File: src/rtl/cpu_clk_ctrl.sv
// Run/step/halt clock-enable controller for the single-cycle CPU.
// Emits one-cycle cpu_en pulses from a divided tick (RUN) or a debounced button (STEP).
module cpu_clk_ctrl #(
  parameter int TICK_DIV  = 50_000,
  parameter int DB_CYCLES = 1_000_000
) (
  input  logic        clk,
  input  logic        clr,
  input  logic        run_sw,
  input  logic        step_btn,
  input  logic        halt_req,
  output logic        cpu_en,
  output logic [1:0]  state,
  output logic [31:0] cycle_count,
  output logic        busy
);

  localparam logic [1:0] IDLE = 2'b00;
  localparam logic [1:0] RUN  = 2'b01;
  localparam logic [1:0] STEP = 2'b10;
  localparam logic [1:0] HALT = 2'b11;

  localparam int TW  = (TICK_DIV  > 1) ? $clog2(TICK_DIV)  : 1;
  localparam int DBW = (DB_CYCLES > 1) ? $clog2(DB_CYCLES) : 1;
  localparam logic [TW-1:0]  TICK_LAST = TW'(TICK_DIV - 1);
  localparam logic [DBW-1:0] DB_LAST   = DBW'(DB_CYCLES - 1);

  logic run_m, run_s, btn_m, btn_s;
  logic btn_stable, step_pulse;
  logic [DBW-1:0] db_cnt;
  logic [TW-1:0]  tick_cnt;
  logic tick;
  logic [1:0] next_state;
  logic en_next;

  always_ff @(posedge clk or posedge clr) begin
    if (clr) begin
      run_m <= 1'b0;
      run_s <= 1'b0;
      btn_m <= 1'b0;
      btn_s <= 1'b0;
    end else begin
      run_m <= run_sw;
      run_s <= run_m;
      btn_m <= step_btn;
      btn_s <= btn_m;
    end
  end

  // A level change is accepted only after DB_CYCLES consecutive differing samples.
  always_ff @(posedge clk or posedge clr) begin
    if (clr) begin
      db_cnt     <= '0;
      btn_stable <= 1'b0;
      step_pulse <= 1'b0;
    end else begin
      step_pulse <= 1'b0;
      if (btn_s == btn_stable) begin
        db_cnt <= '0;
      end else if (db_cnt == DB_LAST) begin
        db_cnt     <= '0;
        btn_stable <= btn_s;
        step_pulse <= btn_s;
      end else begin
        db_cnt <= db_cnt + 1'b1;
      end
    end
  end

  assign tick = (state == RUN) && (tick_cnt == TICK_LAST);

  always_ff @(posedge clk or posedge clr) begin
    if (clr) begin
      tick_cnt <= '0;
    end else if (state != RUN || tick_cnt == TICK_LAST) begin
      tick_cnt <= '0;
    end else begin
      tick_cnt <= tick_cnt + 1'b1;
    end
  end

  always_comb begin
    next_state = state;
    en_next    = 1'b0;
    case (state)
      IDLE: begin
        if (halt_req)        next_state = HALT;
        else if (run_s)      next_state = RUN;
        else if (step_pulse) next_state = STEP;
      end
      RUN: begin
        if (halt_req)    next_state = HALT;
        else if (!run_s) next_state = IDLE;
        else             en_next    = tick;
      end
      STEP: begin
        if (halt_req) next_state = HALT;
        else          next_state = IDLE;
      end
      default: begin
        // Operator acknowledge: only a step press with the run switch off leaves HALT.
        if (step_pulse && !run_s) next_state = IDLE;
      end
    endcase
    if (next_state == STEP) en_next = 1'b1;
  end

  always_ff @(posedge clk or posedge clr) begin
    if (clr) begin
      state       <= IDLE;
      cpu_en      <= 1'b0;
      cycle_count <= '0;
    end else begin
      state  <= next_state;
      cpu_en <= en_next;
      if (en_next) cycle_count <= cycle_count + 32'd1;
    end
  end

  assign busy = (state == RUN) || (state == STEP);

endmodule

File: config.mk
export PLATFORM = sky130hd
export DESIGN_NAME = cpu_clk_ctrl
export DESIGN_NICKNAME = d
export VERILOG_FILES = /design/src/rtl/cpu_clk_ctrl.sv
export SDC_FILE = /design/constraint.sdc
export NUM_CORES = 1
export LEC_CHECK = 0
export ABC_AREA = 1
export CORE_ASPECT_RATIO = 0.9
export CORE_MARGIN = 2
export CORE_UTILIZATION = 30
export CTS_BUF_LIST = sky130_fd_sc_hd__clkbuf_16
export CTS_CLUSTER_SIZE = 16
export DETAILED_ROUTE_END_ITERATION = 16
export GPL_TIMING_DRIVEN = 0
export PLACE_DENSITY_LB_ADDON = 0.3
export SYNTH_ARGS = -nofsm -noshare
export SYNTH_HDL_FRONTEND = slang
export SYNTH_SLANG_ARGS = --single-unit
File: constraint.sdc
create_clock -name clk -period 3.3 [get_ports clk]
set_input_delay 0.825 -clock clk [delete_from_list [all_inputs] [get_ports clk]]
set_output_delay 0.825 -clock clk [all_outputs]
set_load 0.02 [all_outputs]
Yosys cells after proc, flatten, opt, wreduce, memory -nomap -nowiden
Index checks and enable logic that the tools add are counted.
- flip-flop bits (word level): 77
- word-level logic and storage cells: 46
- add/subtract/negate cells: 3
- eq/ne operators: 7
- muxes and demuxes: 17
- bitwise logic cells: 1
- reduce and logical (&&, ||, !) cells: 7
- operators by type and width (kind ; count):
    two-way mux 20 bit ; 2
    adder 32 x 1 -> 32 bit (second input constant) ; 1
    adder 20 x 1 -> 20 bit (second input constant) ; 1
    == test 20 bit (second input constant) ; 1
    adder 16 x 1 -> 16 bit (second input constant) ; 1
    == test 16 bit (second input constant) ; 1
    two-way mux 16 bit ; 1
    two-way mux 2 bit ; 7
    two-way mux 1 bit ; 6
    case mux 2 bit (3 select lines) ; 1
    == test 2 bit (second input constant) ; 2
    == test 2 x 1 -> 1 bit (second input constant) ; 1
    logical AND 1 bit ; 2
    zero test 2 bit ; 1
    logical OR 1 bit ; 2
    inequality test 2 x 1 -> 1 bit (second input constant) ; 1
    AND reduction 2 bit ; 1
    == test 1 bit ; 1
    zero test 1 bit ; 1
    inverter 1 bit ; 1

Longest topological paths before layout
Gate-level depths: netlist of run 1.
- depth after elaboration: 6
- depth in mapped cells: 12
- mapped depth without buffers: 11

Least setup slack after synthesis of run 1
Ideal clock, no wire load.
- path kind: input port to flip-flop
- start point: input halt_req
- end point: register cycle_count[2]
- setup time: 0.118 ns
- arrival: 1.706 ns
- data required time: 3.182 ns
- path slack: 1.476 ns
- stages on the path: 11
- path buffers: 1
- path through: inv_1 -> nand2_1 -> a21boi_0 -> nand2_1 -> nand2_1 -> nand2_2 -> nand2_4 -> nand2_4 -> buf_6 -> nand2_1 -> nand2_1
- longest elaborated chain between the ends: 4
- elaborated cells between the ends (all ways): 8
- those cells by class: eq/ne: 1; mux: 7
- ends and longest elaborated chain (element ; RTL line ; text):
    start: declaration ; 11 ; input logic halt_req,
    two-way mux 2 bit, on equally long branches ; 97, 87, 92 ;
    case mux 2 bit (3 select lines) (*) ; 85 ; case (state)
    net next_state[1] ; 33 ; logic [1:0] next_state;
    == test 2 bit (*) ; 105 ; if (next_state == STEP) en_next = 1'b1;
    two-way mux 1 bit (*) ; 105 ;
    net en_next ; 34 ; logic en_next;
    end signal: assignment ; 116 ; if (en_next) cycle_count <= cycle_count + 32'd1;
    end: declaration ; 14 ; output logic [31:0] cycle_count,
The timed path passes the listed nets; every way through them passes the cells marked *.
A chain may end at the register's enable or synchronous reset.

Worst setup path after layout of run 1
- start point: register state[0]
- end point: output busy
- longest elaborated chain between the ends: 2
- elaborated cells between the ends (all ways): 3
- those cells by class: eq/ne: 2; reduce/logical: 1
- ends and longest elaborated chain (element ; RTL line ; text):
    start: declaration ; 13 ; output logic [1:0] state,
    start signal: assignment ; 114 ; state <= next_state;
    == test 2 x 1 -> 1 bit / == test 2 bit (equally long branches) ; 120 ; assign busy = (state == RUN) || (state == STEP);
    logical OR 1 bit (*) ; 120 ;
    end: declaration ; 15 ; output logic busy
Mark *: on every way between the ends. The rest lies on a longest branch, timed or not.

==> impl_results.md, run 1 <==
- Number of flops mapped to enable cells by yosys: 0
- Cell count after synthesis: 622
- Post-CTS sizing: 0
- Worst setup margin: 0.691 ns
- Min cycle time layout: between 2 and 3 ns
- Dpl hpwl: around 7800 microns
- Cell Count Post-Placement: approximately 860
- Synth Flop Type: dfrtp_1
- H-tree Lvls: 3
- Routed vias: 4,012
- Non-filler cells, final: 877
- Number of setup buffers added after CTS: 0
- DR pass1 iterations: 6
- Final core utilization: 37.4%
- Initial antenna violation count: 0
- Synthesis-to-layout area growth: 21.4%
- Setup TNS: 0 ns
- Synth cell count leaders: nand2_1 (206), nor2_1 (88), dfrtp_1 (77)
- Hold Crit Class: reg -> reg
- Vias in the first global route: 3,655
- Share of cells above drive strength 1: 6.77%
- Most frequent cell after synthesis: nand2_1
- GRT Resource Usage Total: 14.2%
- RSZ-0062 raised after global routing: no
- Syn_area_per_cell: 7.29 sq um
- Syn Std Cell Area: 0.00453 sq mm
- CTS clk-pin slew, worst paths: 0.06 ns
- Final Hold Vio Count: 0
- Clock tree from TritonCTS: yes
- Core Footprint: about 0.015 sq mm
- Largest net degree at the start of global routing: about 50
- Clk root buf: clkbuf_16
- Hold Buf Count CTS: 0
- Least-Margin Pin Slew: 0.545 ns
- Leakage: 2.51 nW
- YS warnings: 0
- Initial core utilization: 30.8%
- Post-synthesis sequential area ratio: 42.5%
- Post-layout nets: 686
- Global-route wire length before repair: roughly 18,000 microns
- Critical path launch point type: flop
- Final Wtd Congestion: 0.878
- Clock Sinks: 77
- Critical path class: reg -> out
- Total grt overflow: 0
- FP Rows: 42
- Yosys cell types: 35
- Drt wl/cell: 12.2 microns
- Max cap viols: 0
- Max Slew Vio Count: 0
- Fmax: around 0.38 GHz
- Worst Skew: 0.00429 ns
- Status: finished, final reports clean
- Share of the synthesized area in the top cell type: 42.5%
- Worst skew pair latency: 0.33 ns
- Fin crit share: 79.1%
- Place WS: 0.795 ns
- Final setup viols: 0
- Chip height: 121 microns
- Crit-path max FO: 7
- Number of buffers created by CTS: 9
- DIE WIDTH: 134 microns
- Post-Route WL: 10,700 microns
- Iter 0 DRT Violations: 356
- Die ar.: 0.0161 sq mm
- Synth area leaders: dfrtp_1 (43%), nand2_1 (17%), nor2_1 (7.3%)
- Rel. slew slack: 63.4%
- Worst-case clock buffer depth: 2
- Post-route ant nets: 0
- VDD IR-drop max: about 350 uV
- Antenna cells: 0
- IO Pins: 41
- WP data arrival: 1.78 ns
- PortBufs: 40
- DR DRC count: 0
- Top cell type by total area after synthesis: dfrtp_1
- Worst EP required: about 2.5 ns
- Register-to-Register Setup Slack: 1.27 ns
- Via density: roughly 4.6
- Register bit total from synthesis: between 70 and 80
- Worst setup EP type: primary output
- Syn_nets: 634
- PD cells: 534 mW/mm^2
- Async set-reset flop share out of synthesis: 100%
## final timing paths
kind	from	endpoint	cells after the start
max	state[0]$_DFF_PP0_	busy	3
min	run_m$_DFF_PP0_	run_s$_DFF_PP0_	0
max reg2reg	cycle_count[0]$_DFFE_PP0P_	cycle_count[18]$_DFFE_PP0P_	10
min reg2reg	run_m$_DFF_PP0_	run_s$_DFF_PP0_	0
max in group asynchronous	clr	cycle_count[30]$_DFFE_PP0P_	3
min in group asynchronous	clr	btn_m$_DFF_PP0_	2
## kinds of logic (layout without fill, tap and decap cells)
| logic type | count (synthesis) | after routing | synth area share [%] |
|---|---|---|---|
| compound gates | 20 | 20 | 2.68 |
| buf+inv | 74 | 131 | 6.96 |
| xor+xnor | 28 | 28 | 5.41 |
| simple gates | 416 | 416 | 40.5 |
| flops | 77 | 77 | 42.5 |
| fa+ha+maj | 7 | 7 | 1.93 |
## worst max-delay path: stages (launching register included)
cell and delay (ns):
dfrtp_1 0.48, inv_1 0.10, ha_1 0.29, clkdlybuf4s50_1 0.59
## metrics by stage
step | cell area (sq um) | power (W) | hold slack, ns
global placement | 5180 | 0.00197 | 0.332
floorplan | 4530 | 0.00169 | 0.331
global route | 5500 | 0.00312 | 0.359
CTS | 5500 | 0.00297 | 0.350
finish | 5500 | 0.00294 | 0.348
detailed placement | 5210 | 0.00198 | 0.336
## cell type report
class                      instances  area, sq um
buffer                            11         78.8
clock buffer                       9          225
clock inverter                     7         66.3
fill                            1586         9210
inverter                          63          239
multi-input combinational        471         2290
sequential                        77         1930
tap                              198          248
timing repair buffer              41          428
## power by group
group,switching [W],internal [W],total (W)
sequential,0.0000882,0.00100,0.00109
combinational,0.000540,0.000329,0.000869
clock,0.000393,0.000580,0.000973
## registers in the layout, summed over array words and instances (netlist names), 2 cells and up
| signal | flops |
|---|---|
| tick_cnt | 16 |
| db_cnt | 20 |
| state | 2 |
| cycle_count | 32 |
## placed cells by master, fill, tap and decap left out, types with 5 or more instances in the layout
master,synthesis,layout
a21oi_1,8,8
clkbuf_16,0,9
dfrtp_1,77,77
nand3_1,57,57
nand3b_1,11,11
ha_1,7,7
nand2_1,206,206
nor3_1,21,21
nor2_2,5,5
nand4_1,14,14
nor2_1,88,88
clkdlybuf4s50_1,0,40
xnor2_1,6,6
inv_1,59,58
xor2_1,22,22
## routing by layer
layer  share of wire (%)  GRT usage [%]  vias up
met4                0.69           2.99        0
met5                   0              0        -
met1                  54           22.3     1831
met3                 3.9           2.39        6
met2                  42           20.1       88
li1                    -              -     2087
Note: power is estimated with default switching activity, not from simulation.
==> run 2: changes to the inputs <==
Clock period 3.3 ns to 2.65 ns, I/O delays scaled along.
==> results of run 2 <==
Same layout as run 1 (identical final DEF). Status: finished, final reports clean.
Among the figures that moved: setup slack after placement 0.795 ns -> 0.308 ns; setup slack after layout 0.691 ns -> 0.203 ns; register-to-register setup slack 1.27 ns -> 0.62 ns; total power 0.00294 W -> 0.00366 W; worst IR drop on VDD 345 uV -> 430 uV
